`config.mk`:
```
export PLATFORM = sky130hd
export DESIGN_NAME = conv_encoder_packer_flat
export DESIGN_NICKNAME = d
export VERILOG_FILES = /design/src/rtl/conv_encoder_packer_if.sv /design/src/rtl/conv_encoder_packer.sv /design/src/flat_wrapper.sv
export SDC_FILE = /design/constraint.sdc
export NUM_CORES = 1
export LEC_CHECK = 0
export CAP_MARGIN = 20
export CELL_PAD_IN_SITES_DETAIL_PLACEMENT = 1
export CELL_PAD_IN_SITES_GLOBAL_PLACEMENT = 1
export CORE_MARGIN = 8
export CORE_UTILIZATION = 41
export DETAILED_ROUTE_END_ITERATION = 8
export PLACE_DENSITY = 0.79
export SLEW_MARGIN = 30
export SYNTH_ARGS = -nofsm -noshare
export SYNTH_HDL_FRONTEND = slang
export SYNTH_SLANG_ARGS = --single-unit
```
`constraint.sdc`:
```
create_clock -name clk -period 5.22 [get_ports clk]
set_input_delay 0.783 -clock clk [delete_from_list [all_inputs] [get_ports clk]]
set_output_delay 0.783 -clock clk [all_outputs]
set_load 0.05 [all_outputs]
```
`src/rtl/conv_encoder_packer_if.sv`:
```
`default_nettype none
// +----------------------------------------------------------------------------+
// | conv_encoder_packer_if : byte input / coded-word output stream bundle      |
// | Rev 1.0                                                                    |
// +----------------------------------------------------------------------------+
interface conv_encoder_packer_if;
  logic        in_valid;
  logic [7:0]  in_data;
  logic        in_ready;
  logic        out_valid;
  logic [15:0] out_data;
  logic        out_ready;

  modport master (
    output in_valid, in_data, out_ready,
    input  in_ready, out_valid, out_data
  );

  modport slave (
    input  in_valid, in_data, out_ready,
    output in_ready, out_valid, out_data
  );
endinterface
`default_nettype wire

```
`src/rtl/conv_encoder_packer.sv`:
```
`default_nettype none
// +----------------------------------------------------------------------------+
// | conv_encoder_packer : rate-1/2 K=3 encoder, one 16-bit word per byte, FIFO |
// | Rev 1.0                                                                    |
// +----------------------------------------------------------------------------+
module conv_encoder_packer #(
  parameter int         DEPTH = 2,
  parameter logic [2:0] G0    = 3'b111,
  parameter logic [2:0] G1    = 3'b101
) (
  input  wire logic                       clk,
  input  wire logic                       rst,
  conv_encoder_packer_if.slave            bus,
  output logic [$clog2(DEPTH+1)-1:0]      fifo_count,
  output logic                            busy
);
  localparam int                PTR_W     = $clog2(DEPTH);
  localparam int                CNT_W     = $clog2(DEPTH+1);
  localparam logic [CNT_W-1:0]  DEPTH_CNT = CNT_W'(DEPTH);

  typedef enum logic [1:0] {
    IDLE   = 2'd0,
    ENCODE = 2'd1,
    PUSH   = 2'd2
  } state_t;

  state_t            state, state_next;
  logic [7:0]        data_byte;
  logic [15:0]       word;
  logic              s1, s0;
  logic [2:0]        bit_cnt;
  logic [15:0]       mem [DEPTH];
  logic [PTR_W-1:0]  wr_ptr, rd_ptr;
  logic [CNT_W-1:0]  count;

  logic              u;
  logic [2:0]        taps;
  logic [1:0]        sym;
  logic              ready;
  logic              accept;
  logic              push;
  logic              pop;
  logic              fifo_ok;

  assign u    = data_byte[bit_cnt];
  assign taps = {u, s1, s0};
  assign sym  = {^(G0 & taps), ^(G1 & taps)};

  assign pop     = (count != '0) && bus.out_ready;
  // A full FIFO still takes the word if the head leaves on the same edge.
  assign fifo_ok = (count < DEPTH_CNT) || pop;

  always_comb begin
    state_next = state;
    ready      = 1'b0;
    accept     = 1'b0;
    push       = 1'b0;
    case (state)
      IDLE: begin
        ready = 1'b1;
        if (bus.in_valid) begin
          accept     = 1'b1;
          state_next = ENCODE;
        end
      end
      ENCODE: begin
        if (bit_cnt == 3'd7) state_next = PUSH;
      end
      PUSH: begin
        if (fifo_ok) begin
          push       = 1'b1;
          state_next = IDLE;
        end
      end
      default: state_next = IDLE;
    endcase
  end

  always_ff @(posedge clk) begin
    if (rst) state <= IDLE;
    else     state <= state_next;
  end

  always_ff @(posedge clk) begin
    if (rst) begin
      data_byte <= 8'h00;
      word      <= 16'h0000;
      s1        <= 1'b0;
      s0        <= 1'b0;
      bit_cnt   <= 3'd0;
    end else begin
      if (accept) begin
        data_byte <= bus.in_data;
        s1        <= 1'b0;
        s0        <= 1'b0;
        bit_cnt   <= 3'd0;
      end
      if (state == ENCODE) begin
        word[{bit_cnt, 1'b0} +: 2] <= sym;
        s0      <= s1;
        s1      <= u;
        bit_cnt <= bit_cnt + 3'd1;
      end
    end
  end

  always_ff @(posedge clk) begin
    if (push) mem[wr_ptr] <= word;
  end

  always_ff @(posedge clk) begin
    if (rst) begin
      wr_ptr <= '0;
      rd_ptr <= '0;
      count  <= '0;
    end else begin
      if (push) wr_ptr <= wr_ptr + 1'b1;
      if (pop)  rd_ptr <= rd_ptr + 1'b1;
      case ({push, pop})
        2'b10:   count <= count + 1'b1;
        2'b01:   count <= count - 1'b1;
        default: count <= count;
      endcase
    end
  end

  assign bus.in_ready  = ready;
  assign bus.out_valid = (count != '0);
  assign bus.out_data  = (count != '0) ? mem[rd_ptr] : 16'h0000;
  assign fifo_count    = count;
  assign busy          = (state != IDLE);
endmodule
`default_nettype wire

```
`src/flat_wrapper.sv`:
```
// flat-port wrapper written by rule: the top's interface ports become plain ports
module conv_encoder_packer_flat 
#(
  parameter int         DEPTH = 2,
  parameter logic [2:0] G0    = 3'b111,
  parameter logic [2:0] G1    = 3'b101
)
  (clk, rst, fifo_count, busy, bus_in_valid, bus_in_data, bus_out_ready, bus_in_ready, bus_out_valid, bus_out_data);
  conv_encoder_packer_if bus_i ();
  input  wire logic clk;
  input  wire logic rst;
  output logic [$clog2(DEPTH+1)-1:0] fifo_count;
  output logic busy;
  input wire logic [$bits(bus_i.in_valid)-1:0] bus_in_valid;
  input wire logic [$bits(bus_i.in_data)-1:0] bus_in_data;
  input wire logic [$bits(bus_i.out_ready)-1:0] bus_out_ready;
  output wire logic [$bits(bus_i.in_ready)-1:0] bus_in_ready;
  output wire logic [$bits(bus_i.out_valid)-1:0] bus_out_valid;
  output wire logic [$bits(bus_i.out_data)-1:0] bus_out_data;
  assign bus_i.in_valid = bus_in_valid;
  assign bus_i.in_data = bus_in_data;
  assign bus_i.out_ready = bus_out_ready;
  assign bus_in_ready = bus_i.in_ready;
  assign bus_out_valid = bus_i.out_valid;
  assign bus_out_data = bus_i.out_data;
  conv_encoder_packer #(.DEPTH(DEPTH), .G0(G0), .G1(G1)) u_core (.clk(clk), .rst(rst), .bus(bus_i), .fifo_count(fifo_count), .busy(busy));
endmodule
```
==> results of run 1 <==
[worst min-delay path, delay by kind of cell (launching register included)]
| family | cells | cell delay (ps) |
|---|---|---|
| flops | 1 | 310 |
| simple gates | 1 | 50 |
| compound gates | 1 | 50 |
[worst max path at each step]
stage	startpoint	to	slack, ps	cells after the start
after floorplan	register	bus_out_data[10]	2550	4
after global placement	u_core.fifo_count[0]	bus_out_data[6]	2330	3
after detailed placement	register	bus_out_data[10]	2350	3
after CTS	register	bus_out_data[10]	1960	3
after global routing	u_core.fifo_count[0]	bus_out_data[13]	2090	3
final	u_core.fifo_count[0]	bus_out_data[7]	2290	3
[cells by family after synthesis]
logic type               count (synthesis)  synth area share, %
AO/OA/AOI/OAI                           27                6.063
adder cells (fa/ha/maj)                  5                2.197
buffers and inverters                   18                2.900
multiplexers                            19                7.732
AND/OR/NAND/NOR                        112                20.04
XOR/XNOR                                 5                2.021
flip-flops                              68                59.05
[routing by layer]
metal,up-vias,track usage (%)
met4,0,5.588
met5,-,0
met2,34,22.26
li1,970,-
met3,10,4.330
met1,936,15.61
[state kept, by name, indices dropped and copies added, names as in the netlist, named ones only]
register	cells
u_core.mem	32
u_core.word	16
u_core.data_byte	8
u_core.bit_cnt	3
u_core.fifo_count	2
u_core.state	2
u_core.rd_ptr	1
u_core.s0	1
u_core.s1	1
u_core.wr_ptr	1
[synthesized netlist by cell type, types with 6 or more instances]
| cell type | count |
|---|---|
| nor3b_1 | 9 |
| and3_1 | 11 |
| mux2i_1 | 16 |
| nand2_1 | 18 |
| dfxtp_1 | 36 |
| clkbuf_1 | 9 |
| inv_1 | 6 |
| nor4_1 | 7 |
| nor2_1 | 47 |
| a211oi_1 | 9 |
| a21oi_1 | 11 |
| edfxtp_1 | 32 |
| nor2b_1 | 6 |
[where the power goes]
part | internal, mW | switching [mW]
registers | 0.560 | 0.00733
logic | 0.0240 | 0.0310
clock network | 0.282 | 0.202
total | 0.866 | 0.241
[layout make-up]
class	count	area share, %
sequential	68	48.64
multi-input combinational	168	31.39
timing repair buffer	35	9.910
clock buffer	10	3.978
tap	80	2.893
clock inverter	6	2.532
inverter	6	0.6510
[stage by stage]
| stage | power, mW | hold WS, ps | setup slack [ps] |
|---|---|---|---|
| floorplan | 0.6154 | 426.3 | 2550 |
| global placement | 0.6329 | 437.3 | 2329 |
| detailed placement | 0.6358 | 448.6 | 2347 |
| CTS | 1.118 | 458.9 | 1963 |
| global route | 1.151 | 480.5 | 2092 |
| finish | 1.107 | 455.9 | 2293 |
==> flow_summary_export.csv, run 1 <==
group,metric,value,unit
outcome,run_status,"complete, no violations",
worst_setup_path,r2r_setup_slack,2510,ps
yosys,dominantRegCellSynth,"dfxtp_1",
floorplan,start_util,42.15,%
global_route,antenna_found_initial,0,
clock_tree,holdBufCountCts,0,
timing,tns,0,ps
detailed_routing,drtIter0Drc,65,
layout,design_area,3460,µm²
worst_setup_path,r2r-end,"u_core.word[1]",
yosys,synth-edff-count,32,
placement,gp_congestion,0.7161,
detailed_routing,drtAntennaViolNets,0,
clock_tree,clockBufferDepth,2,
timing,rsz0062_at_grt,"false",
floorplan,core,6756,µm²
clock_tree,insertion_delay,340,ps
placement,dp_hpwl,4.249,mm
clock_tree,cts_tree,"yes",
timing,slew_headroom,46.98,%
yosys,synth.distinct_cells,34,
floorplan,dieArea,9868,µm²
timing,min_period_over_period,56.08,%
global_route,grtUsageTotal,13.43,%
timing,tightest_slew,784.6,ps
worst_setup_path,crit_family,"buffers and inverters",
detailed_routing,dr_wl_met2,2.966,mm
layout,layout.nets,305,
placement,dpl-instance-area,3233,µm²
detailed_routing,drt-total-wl,5.975,mm
clock_tree,path_clk_slew,70,ps
detailed_routing,wl_met1,2.674,mm
yosys,yosysTopAreaCellShare,33.74,%
hold_path,min_to,"u_core.data_byte[1]",
detailed_routing,wl_per_cell,16.02,µm
pwr,leakagePower,1.225,nW
floorplan,die_y,99.34,µm
layout,layout_commonest_cell,"nor2_1",
worst_setup_path,required,4440,ps
yosys,synthArstFlopShare,0,%
worst_setup_path,cp_slowest_cell,"clkdlybuf4s50_1",
layout,area_delta_synth_final,21.49,%
timing,final-setup-viol-count,0,
global_route,overflow,0,
layout,antennaDiodeCount,0,
detailed_routing,highest_layer,"met4",
worst_setup_path,critPathMaxStageDelay,740,ps
worst_setup_path,cp-start-kind,"register",
global_route,grt_pass1_vias,2060,
placement,dp_cells,357,
yosys,syn-num-nets,271,
worst_setup_path,cp_data_arrival_time,2140,ps
run,drv_cap,0,
clock_tree,cts_setup_buffers,0,
worst_setup_path,crit_chain,"nor2_2, nor2_1, clkdlybuf4s50_1",
clock_tree,numCtsBuffers,9,
detailed_routing,route.detailed.vias_per_inst,5.228,
global_route,grt_pass1_wl,10.40,mm
yosys,synth_seq_cells,68,
worst_setup_path,reg2reg_depth,7,
clock_tree,cts_resized,0,
yosys,ys_warn_count,0,
layout,fill_cells,718,
hold_path,hp-start,"u_core.data_byte[1]",
worst_setup_path,critPathBufInv,1,
detailed_routing,first_pass_iters,4,
pwr,peakVddDrop,0.0001676,V
layout,drive_gt1_share,8.874,%
clock_tree,htreeDepth,3,
layout,fin_util,51.20,%
detailed_routing,met3_length,238,µm
timing,fmax,0.3416,GHz
global_route,grt_max_degree,37,
timing,min_period,2927,ps
yosys,postSynthCellCount,254,
pwr,power.density,320.0,nW/µm²
placement,io_buffers,32,
worst_setup_path,critPathMaxFanout,18,
layout,regArea,1683,µm²
floorplan,ioPinCount,33,
floorplan,die_x,99.34,µm
worst_setup_path,path_class,"register to output port",
floorplan,rows,30,
yosys,syn-cell-area,2848,µm²
timing,slew_violations,0,
yosys,yosys.area.top_type,"edfxtp_1",
yosys,avgSynthCellArea,11.21,µm²
hold_path,holdPathStages,2,
detailed_routing,vias,1950,
layout,fin_cells,373,
detailed_routing,drc,0,
timing,hold_viol_final,0,
clock_tree,cts-root-buf,"clkbuf_8",
layout,multi_input_area,1086,µm²
worst_setup_path,endpoint_kind,"output port",
layout,final_cell_mix,"nor2_1 (46), dfxtp_1 (35), clkdlybuf4s50_1 (32), edfxtp_1 (32), nand2_1 (18)",
timing,skew,9.173,ps
clock_tree,cts_sinks,68,
hold_path,holdCritPathClass,"register to register",
yosys,yosysSeqAreaShare,59.05,%
yosys,synth_area_leaders,"edfxtp_1 (34%), dfxtp_1 (25%), nor2_1 (6.2%)",
worst_setup_path,worstReg2RegStart,"u_core.bit_cnt[0]",
Power figures use the tool's default switching activity.
==> run 2, diff against run 1 <==
clock period = 2.8 ns   (was 5.22 ns; I/O delays follow)
==> flow_summary_export.csv, run 2 (synthesis gave the netlist of run 1 again) <==
group,metric,value,unit
layout,area_delta_synth_final,20.39,%
layout,drive_gt1_share,7.797,%
layout,multi_input_area,1084,µm²
detailed_routing,route.detailed.vias_per_inst,5.256,
floorplan,start_util,42.15,%
global_route,overflow,0,
timing,tightest_slew,634.4,ps
detailed_routing,first_pass_iters,4,
placement,gp_congestion,0.7976,
worst_setup_path,endpoint_kind,"register",
clock_tree,path_clk_slew,70,ps
worst_setup_path,r2r_setup_slack,300,ps
clock_tree,cts_tree,"yes",
global_route,grt_pass1_vias,2132,
pwr,finalPower,1.915,mW
run,drv_cap,0,
hold_path,holdCritPathClass,"register to register",
worst_setup_path,reg2reg_depth,7,
timing,min_period_over_period,89.42,%
floorplan,die_x,99.34,µm
floorplan,dieArea,9868,µm²
layout,top_regs,"u_core.mem x32, u_core.word x16, u_core.data_byte x8",
clock_tree,clockBufferDepth,2,
detailed_routing,drc,0,
clock_tree,htreeDepth,3,
global_route,antenna_found_initial,0,
layout,layout.nets,307,
layout,top_register,"u_core.mem",
pwr,peakVddDrop,0.0002221,V
pwr,power.density,558.6,nW/µm²
timing,rsz0062_at_grt,"false",
clock_tree,numCtsBuffers,9,
clock_tree,cts-root-buf,"clkbuf_8",
worst_setup_path,cp_data_arrival_time,2710,ps
worst_setup_path,path_class,"register to register",
layout,regArea,1682,µm²
timing,slew_headroom,57.13,%
layout,largest_reg_flops,32,
clock_tree,holdBufCountCts,0,
layout,final_cell_mix,"nor2_1 (47), dfxtp_1 (36), clkdlybuf4s50_1 (32), edfxtp_1 (32), nand2_1 (18)",
timing,tns,0,ps
global_route,grtUsageTotal,12.96,%
detailed_routing,drtIter0Drc,76,
timing,holdWs,456.3,ps
floorplan,ioPinCount,33,
worst_setup_path,critPathMaxFanout,9,
clock_tree,insertion_delay,340,ps
placement,io_buffers,32,
floorplan,rows,30,
global_route,grt_pass1_wl,10.18,mm
timing,hold_viol_final,0,
global_route,grt_max_degree,37,
detailed_routing,wl_per_cell,15.55,µm
outcome,run_status,"complete, no violations",
worst_setup_path,required,3010,ps
clock_tree,cts_setup_buffers,0,
timing,skew,3.948,ps
pwr,leakagePower,1.208,nW
detailed_routing,drtAntennaViolNets,0,
layout,layout_commonest_cell,"nor2_1",
timing,final-setup-viol-count,0,
clock_tree,cts_resized,0,
detailed_routing,drt-total-wl,5.832,mm
timing,min_period,2504,ps
layout,fill_cells,720,
clock_tree,cts_sinks,68,
hold_path,holdPathStages,0,
layout,antennaDiodeCount,0,
floorplan,die_y,99.34,µm
floorplan,core,6756,µm²
timing,slew_violations,0,
placement,dp_hpwl,4.124,mm
worst_setup_path,cp-start-kind,"register",
timing,fmax,0.3994,GHz
detailed_routing,vias,1971,
-- run 2: cell types whose count changed in the layout (fill, tap and decap cells not counted), sizes merged --
cell / delta
clkinvlp: +1
bufinv: -1
buf: +2
-- run 2: layout make-up --
class                      count  share of cell area [%]
inverter                       6                  0.6569
tap                           80                   2.920
clock inverter                 6                   1.606
sequential                    68                   49.05
clock buffer                  10                   3.723
multi-input combinational    168                   31.61
timing repair buffer          37                   10.44
-- run 2: path summary, 6_finish.rpt --
| check | start | to |
|---|---|---|
| worst max-delay path | u_core.bit_cnt[0] | u_core.word[0] |
| worst min-delay path | u_core.word[11] | u_core.mem[1][11] |
| worst max register to register | u_core.bit_cnt[0] | u_core.word[0] |
| worst min register to register | u_core.word[11] | u_core.mem[1][11] |
-- run 2: metrics by stage --
stage                     instances  setup WS [ps]  utilization [%]  instance area (µm²)
after CTS                       375          279.3            50.74                 3428
final                           375          296.3            50.74                 3428
after floorplan                 254          493.2                -                 2848
after global placement          359          487.4            48.04                 3246
after detailed placement        359          312.3            48.04                 3246
after global routing            375          44.99            50.74                 3428
-- run 2: report_power, final --
part	switching [mW]	internal, mW	total, mW
Clock	0.351	0.402	0.753
Combinational	0.0582	0.0447	0.103
Sequential	0.0135	1.05	1.06
Total	0.423	1.49	1.92
-- run 2: worst max-delay path, stage by stage, from the launching register on --
cell	delay (ps)
dfxtp_1	540
inv_1	90
ha_1	210
ha_1	320
nor4b_1	310
nor4bb_1	570
nor3b_1	250
nor4_1	80
-- run 2: per-layer routing --
layer  share of wire [%]  up-vias  track usage [%]
li1                    -      968                -
met1                  43      953            13.79
met2                  50       38            22.88
met3                 5.0       12            3.631
met4                 2.3        0            6.636
met5                   0        -                0
==> run 3, diff against run 2 <==
CORE_ASPECT_RATIO = 2   (was not set)
==> flow_summary_export.csv, run 3 (synthesis gave the netlist of run 1 again) <==
group,metric,value,unit
layout,largest_reg_flops,32,
worst_setup_path,cp_slowest_cell,"clkdlybuf4s50_1",
detailed_routing,drtIter0Drc,118,
global_route,grt_max_degree,37,
layout,fin_util,51.66,%
timing,rsz0062_at_grt,"false",
pwr,peakVddDrop,0.0004544,V
layout,antennaDiodeCount,0,
clock_tree,clockBufferDepth,2,
layout,drive_gt1_share,8.163,%
outcome,run_status,"complete, no violations",
layout,top_regs,"u_core.mem x32, u_core.word x16, u_core.data_byte x8",
clock_tree,htreeDepth,3,
placement,dp_hpwl,4.529,mm
timing,tns,0,ps
detailed_routing,first_pass_iters,4,
placement,gp_congestion,0.8210,
timing,slew_headroom,52.80,%
timing,tightest_slew,707.2,ps
worst_setup_path,crit_family,"buffers and inverters",
clock_tree,cts_tree,"yes",
timing,slew_violations,0,
global_route,antenna_found_initial,0,
worst_setup_path,path_class,"register to output port",
pwr,leakagePower,1.241,nW
hold_path,holdCritPathClass,"register to register",
clock_tree,cts_sinks,68,
floorplan,core,6833,µm²
run,drv_cap,0,
worst_setup_path,critPathMaxStageDelay,730,ps
worst_setup_path,required,2380,ps
worst_setup_path,critPathBufInv,1,
floorplan,die_x,74.93,µm
detailed_routing,route.detailed.vias_per_inst,5.201,
worst_setup_path,cp-start-kind,"register",
global_route,overflow,0,
clock_tree,path_clk_slew,50,ps
floorplan,rows,43,
global_route,grt_pass1_wl,10.80,mm
clock_tree,cts-root-buf,"clkbuf_16",
floorplan,start_util,41.68,%
timing,min_period,2570,ps
global_route,grtUsageTotal,14.35,%
timing,holdWs,451.3,ps
layout,layout_commonest_cell,"nor2_1",
timing,min_period_over_period,91.77,%
worst_setup_path,critPathMaxFanout,18,
timing,fmax,0.3892,GHz
layout,layout.nets,306,
layout,area_delta_synth_final,23.95,%
floorplan,die_y,133.9,µm
worst_setup_path,endpoint_kind,"output port",
detailed_routing,drc,0,
timing,skew,3.975,ps
clock_tree,insertion_delay,330,ps
detailed_routing,drt-total-wl,6.513,mm
timing,final-setup-viol-count,0,
clock_tree,holdBufCountCts,0,
worst_setup_path,cp_data_arrival_time,2150,ps
placement,io_buffers,32,
detailed_routing,wl_per_cell,16.96,µm
global_route,grt_pass1_vias,2274,
layout,top_register,"u_core.mem",
clock_tree,numCtsBuffers,9,
timing,hold_viol_final,0,
pwr,power.density,617.5,nW/µm²
worst_setup_path,crit_chain,"nor2_2, nor2_1, clkdlybuf4s50_1",
floorplan,dieArea,10030,µm²
detailed_routing,drtAntennaViolNets,0,
detailed_routing,vias,1997,
floorplan,ioPinCount,33,
layout,final_cell_mix,"nor2_1 (46), dfxtp_1 (36), clkdlybuf4s50_1 (32), edfxtp_1 (32), nand2_1 (18)",
==> run 3: cell count changes in the layout (fill, tap and decap cells not counted) <==
cell,before,now
buf_4,5,4
bufinv_16,1,0
clkbuf_16,0,9
clkbuf_8,9,1
clkinv_2,2,1
clkinvlp_4,1,2
nor2_1,47,46
nor2_2,0,1
nor4bb_1,2,1
nor4bb_2,0,1
==> run 3: metrics by stage <==
step | total power, mW | worst slack (ps) | cell area (µm²) | std cells
final | 2.180 | 230.5 | 3530 | 384
after global routing | 2.256 | 57.25 | 3530 | 384
after CTS | 2.193 | 148.7 | 3523 | 384
after detailed placement | 1.185 | 219.7 | 3253 | 368
after global placement | 1.178 | 339.0 | 3251 | 368
after floorplan | 1.147 | 493.2 | 2848 | 254
==> run 3: report_power, final <==
group	internal, mW	switching [mW]	total (mW)	leakage (nW)
registers	1.05	0.0137	1.06	0.588
logic	0.0456	0.0590	0.105	0.527
clock network	0.614	0.400	1.01	0.127
total	1.71	0.473	2.18	1.24
==> run 3: area by class of cell <==
class	count	area, µm²
Clock inverter	5	27.53
Sequential cell	68	1682
Tap cell	90	112.6
Clock buffer	11	242.7
Multi-Input combinational cell	168	1092
Inverter	6	22.52
Timing Repair Buffer	36	350.3
Fill cell	740	3303
==> run 3: routing by layer <==
layer | track usage [%] | wire [µm]
met5 | 0 | 0
met4 | 8.901 | 199
met3 | 3.964 | 236
met2 | 25.00 | 3645
met1 | 14.03 | 2432
==> run 3: repair_timing <==
action | in CTS | in global routing
setup endpoints to repair | 0 | 1
gates resized for setup | 0 | 1
setup buffers | 0 | 0
==> run 3: tightest hold or removal path, stage by stage (launching register included) <==
cell and delay (ps):
dfxtp_1 300, nand2_1 50, a21oi_1 50
==> run 3: path summary, 6_finish.rpt <==
path	start	end	slack [ps]	depth (start not counted)
min reg2reg	u_core.data_byte[6]	u_core.data_byte[6]	450	2
max reg2reg	u_core.bit_cnt[0]	u_core.word[0]	400	7
max	u_core.fifo_count[0]	bus_out_data[4]	230	3
min	u_core.data_byte[6]	u_core.data_byte[6]	450	2
